`src/rtl/spi_sram_ctrl_if.sv`:
```
// CPU-side byte bus for the SPI SRAM controller.
// master = CPU, slave = controller.
interface spi_sram_ctrl_if;
  logic        mem_req;
  logic        mem_read;
  logic        mem_write;
  logic [15:0] mem_addr;
  logic [7:0]  mem_wdata;
  logic [7:0]  mem_rdata;
  logic        mem_ready;
  logic        busy;

  modport master (
    output mem_req, mem_read, mem_write,
    output mem_addr, mem_wdata,
    input  mem_rdata, mem_ready, busy
  );

  modport slave (
    input  mem_req, mem_read, mem_write,
    input  mem_addr, mem_wdata,
    output mem_rdata, mem_ready, busy
  );
endinterface

```
`src/rtl/spi_sram_ctrl.sv`:
```
// Byte bus to SPI mode-0 serial SRAM bridge (byte mode).
// Define SPI_SRAM_RDCACHE_EN for a one-entry read cache.
module spi_sram_ctrl #(
  parameter int unsigned CLK_DIV = 1,
  parameter logic [7:0]  CMD_RD  = 8'h03,
  parameter logic [7:0]  CMD_WR  = 8'h02
) (
  input  logic           clk,
  input  logic           rst_n,
  spi_sram_ctrl_if.slave bus,
  output logic           spi_cs_n,
  output logic           spi_sclk,
  output logic           spi_mosi,
  input  logic           spi_miso
);

  localparam logic [15:0] DIV_LAST = 16'(CLK_DIV - 1);

  typedef enum logic [2:0] {
    S_IDLE,
    S_START,
    S_SHIFT,
    S_END,
    S_DONE
  } state_t;

  state_t      state;
  logic [15:0] addr_q;
  logic [7:0]  wdata_q;
  logic        op_wr;
  logic        op_rd;
  logic [31:0] frame;
  logic [7:0]  rx;
  logic [15:0] div_cnt;
  logic [4:0]  bit_cnt;
  logic [7:0]  cmd;

`ifdef SPI_SRAM_RDCACHE_EN
  logic        c_valid;
  logic [15:0] c_tag;
  logic [7:0]  c_data;
  logic        c_hit;

  // Read hit against the single cached entry.
  assign c_hit = !bus.mem_write && bus.mem_read
              && c_valid && (c_tag == bus.mem_addr);
`endif

  assign cmd = op_wr ? CMD_WR : CMD_RD;

  // Transaction FSM; all bus and SPI outputs are registered.
  always_ff @(posedge clk) begin
    if (!rst_n) begin
      state         <= S_IDLE;
      addr_q        <= '0;
      wdata_q       <= '0;
      op_wr         <= 1'b0;
      op_rd         <= 1'b0;
      frame         <= '0;
      rx            <= '0;
      div_cnt       <= '0;
      bit_cnt       <= '0;
      spi_cs_n      <= 1'b1;
      spi_sclk      <= 1'b0;
      spi_mosi      <= 1'b0;
      bus.mem_rdata <= 8'h00;
      bus.mem_ready <= 1'b0;
      bus.busy      <= 1'b0;
`ifdef SPI_SRAM_RDCACHE_EN
      c_valid       <= 1'b0;
      c_tag         <= '0;
      c_data        <= '0;
`endif
    end else begin
      unique case (state)
        S_IDLE: begin
          bus.mem_ready <= 1'b0;
          if (bus.mem_req) begin
            addr_q   <= bus.mem_addr;
            wdata_q  <= bus.mem_wdata;
            op_wr    <= bus.mem_write;
            op_rd    <= !bus.mem_write && bus.mem_read;
            bus.busy <= 1'b1;
            if (!bus.mem_write && !bus.mem_read) begin
              bus.mem_ready <= 1'b1;
              state         <= S_DONE;
            end
`ifdef SPI_SRAM_RDCACHE_EN
            else if (c_hit) begin
              bus.mem_rdata <= c_data;
              bus.mem_ready <= 1'b1;
              state         <= S_DONE;
            end
`endif
            else begin
              state <= S_START;
            end
          end
        end
        S_START: begin
          spi_cs_n <= 1'b0;
          spi_sclk <= 1'b0;
          frame    <= {cmd, addr_q,
                       op_wr ? wdata_q : 8'h00};
          spi_mosi <= cmd[7];
          div_cnt  <= '0;
          bit_cnt  <= '0;
          state    <= S_SHIFT;
        end
        S_SHIFT: begin
          if (div_cnt == DIV_LAST) begin
            div_cnt <= '0;
            if (!spi_sclk) begin
              spi_sclk <= 1'b1;
              rx       <= {rx[6:0], spi_miso};
            end else begin
              spi_sclk <= 1'b0;
              if (bit_cnt == 5'd31) begin
                state <= S_END;
              end else begin
                bit_cnt  <= bit_cnt + 5'd1;
                frame    <= {frame[30:0], 1'b0};
                spi_mosi <= frame[30];
              end
            end
          end else begin
            div_cnt <= div_cnt + 16'd1;
          end
        end
        S_END: begin
          spi_cs_n      <= 1'b1;
          spi_sclk      <= 1'b0;
          spi_mosi      <= 1'b0;
          bus.mem_ready <= 1'b1;
          if (op_rd) begin
            bus.mem_rdata <= rx;
          end
`ifdef SPI_SRAM_RDCACHE_EN
          if (op_rd) begin
            c_valid <= 1'b1;
            c_tag   <= addr_q;
            c_data  <= rx;
          end else if (op_wr && c_valid
                       && c_tag == addr_q) begin
            c_data <= wdata_q;
          end
`endif
          state <= S_DONE;
        end
        S_DONE: begin
          bus.mem_ready <= 1'b0;
          bus.busy      <= 1'b0;
          state         <= S_IDLE;
        end
        default: begin
          state <= S_IDLE;
        end
      endcase
    end
  end

endmodule

```
`src/flat_wrapper.sv`:
```
// flat-port wrapper written by rule: the top's interface ports become plain ports
module spi_sram_ctrl_flat 
#(
  parameter int unsigned CLK_DIV = 1,
  parameter logic [7:0]  CMD_RD  = 8'h03,
  parameter logic [7:0]  CMD_WR  = 8'h02
)
  (clk, rst_n, spi_cs_n, spi_sclk, spi_mosi, spi_miso, bus_mem_req, bus_mem_read, bus_mem_write, bus_mem_addr, bus_mem_wdata, bus_mem_rdata, bus_mem_ready, bus_busy);
  spi_sram_ctrl_if bus_i ();
  input  logic clk;
  input  logic rst_n;
  output logic spi_cs_n;
  output logic spi_sclk;
  output logic spi_mosi;
  input  logic spi_miso;
  input wire logic [$bits(bus_i.mem_req)-1:0] bus_mem_req;
  input wire logic [$bits(bus_i.mem_read)-1:0] bus_mem_read;
  input wire logic [$bits(bus_i.mem_write)-1:0] bus_mem_write;
  input wire logic [$bits(bus_i.mem_addr)-1:0] bus_mem_addr;
  input wire logic [$bits(bus_i.mem_wdata)-1:0] bus_mem_wdata;
  output wire logic [$bits(bus_i.mem_rdata)-1:0] bus_mem_rdata;
  output wire logic [$bits(bus_i.mem_ready)-1:0] bus_mem_ready;
  output wire logic [$bits(bus_i.busy)-1:0] bus_busy;
  assign bus_i.mem_req = bus_mem_req;
  assign bus_i.mem_read = bus_mem_read;
  assign bus_i.mem_write = bus_mem_write;
  assign bus_i.mem_addr = bus_mem_addr;
  assign bus_i.mem_wdata = bus_mem_wdata;
  assign bus_mem_rdata = bus_i.mem_rdata;
  assign bus_mem_ready = bus_i.mem_ready;
  assign bus_busy = bus_i.busy;
  spi_sram_ctrl #(.CLK_DIV(CLK_DIV), .CMD_RD(CMD_RD), .CMD_WR(CMD_WR)) u_core (.clk(clk), .rst_n(rst_n), .bus(bus_i), .spi_cs_n(spi_cs_n), .spi_sclk(spi_sclk), .spi_mosi(spi_mosi), .spi_miso(spi_miso));
endmodule
```
`config.mk`:
```
export PLATFORM = sky130hd
export DESIGN_NAME = spi_sram_ctrl_flat
export DESIGN_NICKNAME = d
export VERILOG_FILES = /design/src/rtl/spi_sram_ctrl_if.sv /design/src/rtl/spi_sram_ctrl.sv /design/src/flat_wrapper.sv
export SDC_FILE = /design/constraint.sdc
export NUM_CORES = 1
export LEC_CHECK = 0
export BUFFER_PORTS_ARGS = -buffer_cell sky130_fd_sc_hd__buf_2
export CAP_MARGIN = 40
export CORE_MARGIN = 5
export CORE_UTILIZATION = 45
export CTS_CLUSTER_SIZE = 40
export DETAILED_ROUTE_END_ITERATION = 10
export GPL_TIMING_DRIVEN = 0
export PLACE_DENSITY = 0.69
export SLEW_MARGIN = 20
export SYNTH_ARGS = -nofsm -noshare
export SYNTH_HDL_FRONTEND = slang
export SYNTH_SLANG_ARGS = --single-unit
```
`constraint.sdc`:
```
create_clock -name clk -period 3.9 [get_ports clk]
set_clock_uncertainty 0.2 [all_clocks]
set_input_delay 0.78 -clock clk [delete_from_list [all_inputs] [get_ports clk]]
set_output_delay 0.78 -clock clk [all_outputs]
set_load 0.02 [all_outputs]
```
# Word level (Yosys, flattened, before mapping)

Index checks and enable logic that the tools add are counted.

Input bits: 30
Bits in registers: 102
Output and inout port bits: 13
Logic and storage cells: 80

Bitwise gates (word level): 1
$add $sub $neg: 2
Mux-type cells: 31
Reduce and logical (&&, ||, !) cells: 21
Equality and inequality tests: 10

Operator list:

| cell                                                  | number |
|---|---|
| two-way mux 31 bit                                    | 3 |
| case mux 31 bit (2 select lines)                      | 1 |
| case mux 16 bit (2 select lines)                      | 1 |
| adder 16 x 1 -> 16 bit, second input constant         | 1 |
| logical NOT 16 bit                                    | 1 |
| two-way mux 16 bit                                    | 1 |
| two-way mux 3 bit                                     | 5 |
| two-way mux 5 bit                                     | 3 |
| case mux 3 bit (4 select lines)                       | 1 |
| AND reduction 4 bit                                   | 3 |
| case mux 5 bit (2 select lines)                       | 1 |
| two-way mux 1 bit                                     | 9 |
| two-way mux 8 bit                                     | 1 |
| AND reduction 2 bit                                   | 4 |
| nonzero test 2 bit                                    | 4 |
| equality test 3 x 2 -> 1 bit, second input constant   | 2 |
| inequality test 2 x 1 -> 1 bit, second input constant | 3 |
| case mux 1 bit (2 select lines)                       | 3 |
| case mux 1 bit (3 select lines)                       | 2 |
| nonzero test 3 bit                                    | 2 |
| adder 5 x 1 -> 5 bit, second input constant           | 1 |
| equality test 5 bit, second input constant            | 1 |
| inequality test 2 bit, second input constant          | 2 |
| equality test 3 x 1 -> 1 bit, second input constant   | 1 |
| 7 further kinds                                       | 9 |

# Depth between registers and ports, before layout

Word-level depth: 5
Mapped depth: 10
Depth with buffers taken out: 8

# Worst setup path after synthesis

Ideal clock, no wire load.

Kind: register to register
Start: register u_core.bit_cnt[0]
End: register u_core.frame[14]
Library setup time: 0.138 ns
Path slack: 1.503 ns
Period minus slack after synthesis: 2.397 ns
Path buffers: 2
Stages on the path, launching flop included: 10
Data required time: 3.562 ns
Data arrival time: 2.060 ns
Path through: dfxtp_1 > ha_1 > and3_1 > ha_1 > nand3b_1 > mux2_2 > a211oi_4 > buf_6 > buf_4 > a311oi_2

Longest elaborated chain between the ends: 3

Ends and longest elaborated chain:

| what                            | line                 | RTL |
|---|---|---|
| start: declaration              | spi_sram_ctrl.sv:35  | `logic [4:0] bit_cnt;` |
| start signal: assignment        | spi_sram_ctrl.sv:121 | `bit_cnt <= bit_cnt + 5'd1;` |
| equality test 5 bit             | spi_sram_ctrl.sv:118 | `if (bit_cnt == 5'd31) begin` |
| inequality test 2 bit (no line) | -                    |  |
| AND reduction 4 bit (no line)   | -                    |  |
| end signal: assignment          | spi_sram_ctrl.sv:103 | `frame <= {cmd, addr_q,` |
| end signal: assignment          | spi_sram_ctrl.sv:122 | `frame <= {frame[30:0], 1'b0};` |
| end: declaration                | spi_sram_ctrl.sv:32  | `logic [31:0] frame;` |

No other way between the ends.
A chain may end at the register's enable or synchronous reset.

# Final worst setup path

Start: register u_core.bit_cnt[0]
End: register u_core.frame[13]

The elaborated chain is that of the path after synthesis.

==> results.sh <==
export IMPL_fin_crit_ns=2.69
export IMPL_hold_class="reg -> reg"
export IMPL_ys_seq_area_share_pct=47.0
export IMPL_synth_top_flop_cell="dfxtp_1"
export IMPL_synth_top_cell_area_share_pct=47.0
export IMPL_first_global_vias=3440
export IMPL_total_leakage_power_nw=1.73
export IMPL_worstPathRequired_ns=3.93
export IMPL_slowest_stage="dfxtp_1"
export IMPL_netlist_area_sq_um=4350
export IMPL_crit_path_start_kind="flip-flop"
export IMPL_die_w_microns=108
export IMPL_viasPerCell=5.24
export IMPL_grt_overflow_total=0
export IMPL_hpwl_microns=7140
export IMPL_synth_edf_count=0
export IMPL_power_density_nw_per_um2=442
export IMPL_crit_top_cell="ha_1"
export IMPL_cp_cell_sequence="ha_1 > and3_1 > ha_1 > nand3b_1 > mux2_2 > a211oi_4 > buf_6 > buf_4 > a311oi_1"
export IMPL_maxCapViolations=0
export IMPL_max_stage_delay_ns=0.35
export IMPL_fin_tns_setup_ns=0
export IMPL_cts_buffers=9
export IMPL_yosysWarnings=0
export IMPL_area_growth_pct=12.7
export IMPL_track_usage_pct=17.5
export IMPL_worstPathArrival_ns=2.72
export IMPL_path_clk_slew_ns=0.09
export IMPL_worstMarginPinSlew_ns=0.657
export IMPL_r2r_slack_ns=1.21
export IMPL_diodes=0
export IMPL_initial_core_util_pct=46.6
export IMPL_synthCells=536
export IMPL_root_buffer="clkbuf_8"
export IMPL_syn_avg_cell_area_sq_um=8.11
export IMPL_wl_per_cell_microns=13.6
export IMPL_synthTopCellsByArea="dfxtp_1, nand2_1, a21oi_1"
export IMPL_core_sq_um=9330
export IMPL_num_rows=35
export IMPL_gp_congestion=0.792
export IMPL_drive_gt1_share_pct=14.5
export IMPL_firstDrtPassIters=4
export IMPL_syn_nets=570
export IMPL_finalWirelength_microns=9850
export IMPL_io_buffers=41
export IMPL_fin_ws_ns=1.21
export IMPL_dieHeight_microns=108
export IMPL_crit_path_end_kind="flip-flop"
export IMPL_grt_max_degree=18
export IMPL_cts_sinks=102
export IMPL_final_hold_viol_count=0
export IMPL_status="finished, final reports clean"
export IMPL_ys_types=46
export IMPL_worstPathMaxFanout=10
export IMPL_clk_latency_ns=0.37
export IMPL_preCtsSetupSlack_ns=1.27
export IMPL_synth_seq_cells=102
export IMPL_nets=624
export IMPL_criticalPathCategory="reg -> reg"
export IMPL_final_antenna_net_count=0
export IMPL_ctsHoldBuffers=0
export IMPL_htreeDepth=3
export IMPL_yosysTopAreaCell="dfxtp_1"
export IMPL_rsz0062_at_grt="no"
export IMPL_peakVddDrop_mv=0.248
export IMPL_min_period_over_period_pct=68.9
export IMPL_ios=43
export IMPL_post_cts_buffers=0
export IMPL_route_detailed_drc=0
export IMPL_maxSlewHeadroom_pct=56.1
export IMPL_maxSlewViolCount=0
export IMPL_dieArea_sq_um=11700
export IMPL_setup_violations=0
export IMPL_cts_max_path_buffers=2
export IMPL_grt_pass1_wl_microns=16400
export IMPL_tritoncts="built"
export IMPL_antenna_found_initial=0
export IMPL_vias=3797
export IMPL_power_mw=2.16
export IMPL_final_core_util_pct=52.5
export IMPL_cts_resized=0
export IMPL_ys_async_sr_fraction_pct=0
export IMPL_drt_iter0_drc=218
export IMPL_fmax_mhz=372
==> routing by layer <==
| metal | GRT usage (%) | wire length [microns] |
|---|---|---|
| met1 | 24.3 | 4770 |
| met4 | 5.86 | 121 |
| met5 | 0 | 0 |
| met2 | 27.1 | 4520 |
| met3 | 3.58 | 442 |
==> power by group <==
part | total [mW] | switching, mW | internal, mW
clock network | 0.609 | 0.372 | 0.237
logic | 0.395 | 0.257 | 0.138
registers | 1.16 | 0.0434 | 1.12
==> through the flow <==
stage | hold slack, ns | area, sq um | cells
5_1_grt | 0.275 | 4900 | 724
4_1_cts | 0.257 | 4890 | 722
2_1_floorplan | 0.229 | 4350 | 536
6_report | 0.254 | 4900 | 724
3_5_place_dp | 0.241 | 4710 | 706
3_3_place_gp | 0.237 | 4710 | 706
==> critical path, delay by kind of cell, from the launching register on <==
family | cells | cell delay, ns
mux | 1 | 0.30
compound gates | 2 | 0.45
flops | 1 | 0.35
simple gates | 2 | 0.38
buf+inv | 2 | 0.39
fa+ha+maj | 2 | 0.47
==> Yosys cell counts, types with 4 or more instances <==
cell        n
a311oi_2   10
o21ai_1     8
inv_1       6
a21oi_1    56
buf_2       6
nor3_1      4
ha_1        4
a31oi_1     7
nand4_1    14
nand2b_1    4
clkbuf_1   29
xor2_1      5
nor2_1     39
buf_6       4
dfxtp_1   102
nand3_1    17
o21ai_0    12
and3_1      4
or3_1       4
a311oi_1   13
nand2_1   152
==> layout make-up <==
type | count | area, sq um
Fill cell | 874 | 4430
Multi-Input combinational cell | 388 | 2090
Sequential cell | 102 | 2040
Timing Repair Buffer | 43 | 215
Buffer | 40 | 191
Tap cell | 129 | 161
Clock buffer | 10 | 128
Clock inverter | 6 | 47.5
Inverter | 6 | 22.5
==> flip-flops by register name, summed over array words and instances (netlist names) <==
name                  flops
u_core.frame             31
u_core.op_rd              1
u_core.op_wr              1
u_core.rx                 8
u_core.bit_cnt            5
u_core.addr_q            16
u_core.wdata_q            8
u_core.div_cnt           16
u_core.spi_sclk           1
u_core.bus.mem_ready      1
u_core.state              3
u_core.spi_cs_n           1
u_core.bus.mem_rdata      8
u_core.bus.busy           1
u_core.spi_mosi           1
==> cells by family (layout without fill, tap and decap cells) <==
kind of cell / Yosys count / in the layout / share of synthesized area [%]
buffers and inverters: 46 / 105 / 4.92
multiplexers: 2 / 2 / 0.489
adder cells (fa/ha/maj): 4 / 4 / 1.15
flip-flops: 102 / 102 / 47.0
AND/OR/NAND/NOR: 255 / 255 / 26.4
AO/OA/AOI/OAI: 121 / 121 / 18.9
XOR/XNOR: 6 / 6 / 1.21
==> cells in the final DEF, fill, tap and decap left out, types with 2 or more instances in the layout <==
master | netlist | routed
o21ai_0 | 12 | 12
buf_6 | 4 | 4
and3_1 | 4 | 4
nor2_1 | 39 | 39
clkbuf_8 | 0 | 9
buf_2 | 6 | 49
a311oi_2 | 10 | 10
nand4_1 | 14 | 14
xor2_1 | 5 | 5
dfxtp_1 | 102 | 102
and2_1 | 2 | 2
a21oi_1 | 56 | 56
a31oi_1 | 7 | 7
clkbuf_1 | 29 | 30
nand2_1 | 152 | 152
nor3b_1 | 3 | 3
nand3_1 | 17 | 17
nor3_1 | 4 | 4
nor4_2 | 2 | 2
a311oi_1 | 13 | 13
o21ai_1 | 8 | 8
ha_1 | 4 | 4
nor2b_1 | 2 | 2
inv_1 | 6 | 6
a21o_1 | 3 | 3
a211oi_1 | 3 | 3
and4_1 | 3 | 3
clkinvlp_4 | 0 | 3
nand2b_1 | 4 | 4
or3_1 | 4 | 4
==> path summary, 6_finish.rpt <==
path,start,cells after the start,endpoint
max,u_core.bit_cnt[0]$_SDFFE_PN0P_,9,u_core.frame[13]$_SDFFE_PN0P_
min,u_core.frame[26]$_SDFFE_PN0P_,2,u_core.frame[26]$_SDFFE_PN0P_
max reg2reg,u_core.bit_cnt[0]$_SDFFE_PN0P_,9,u_core.frame[13]$_SDFFE_PN0P_
min reg2reg,u_core.frame[26]$_SDFFE_PN0P_,2,u_core.frame[26]$_SDFFE_PN0P_
Power figures use the tool's default switching activity.
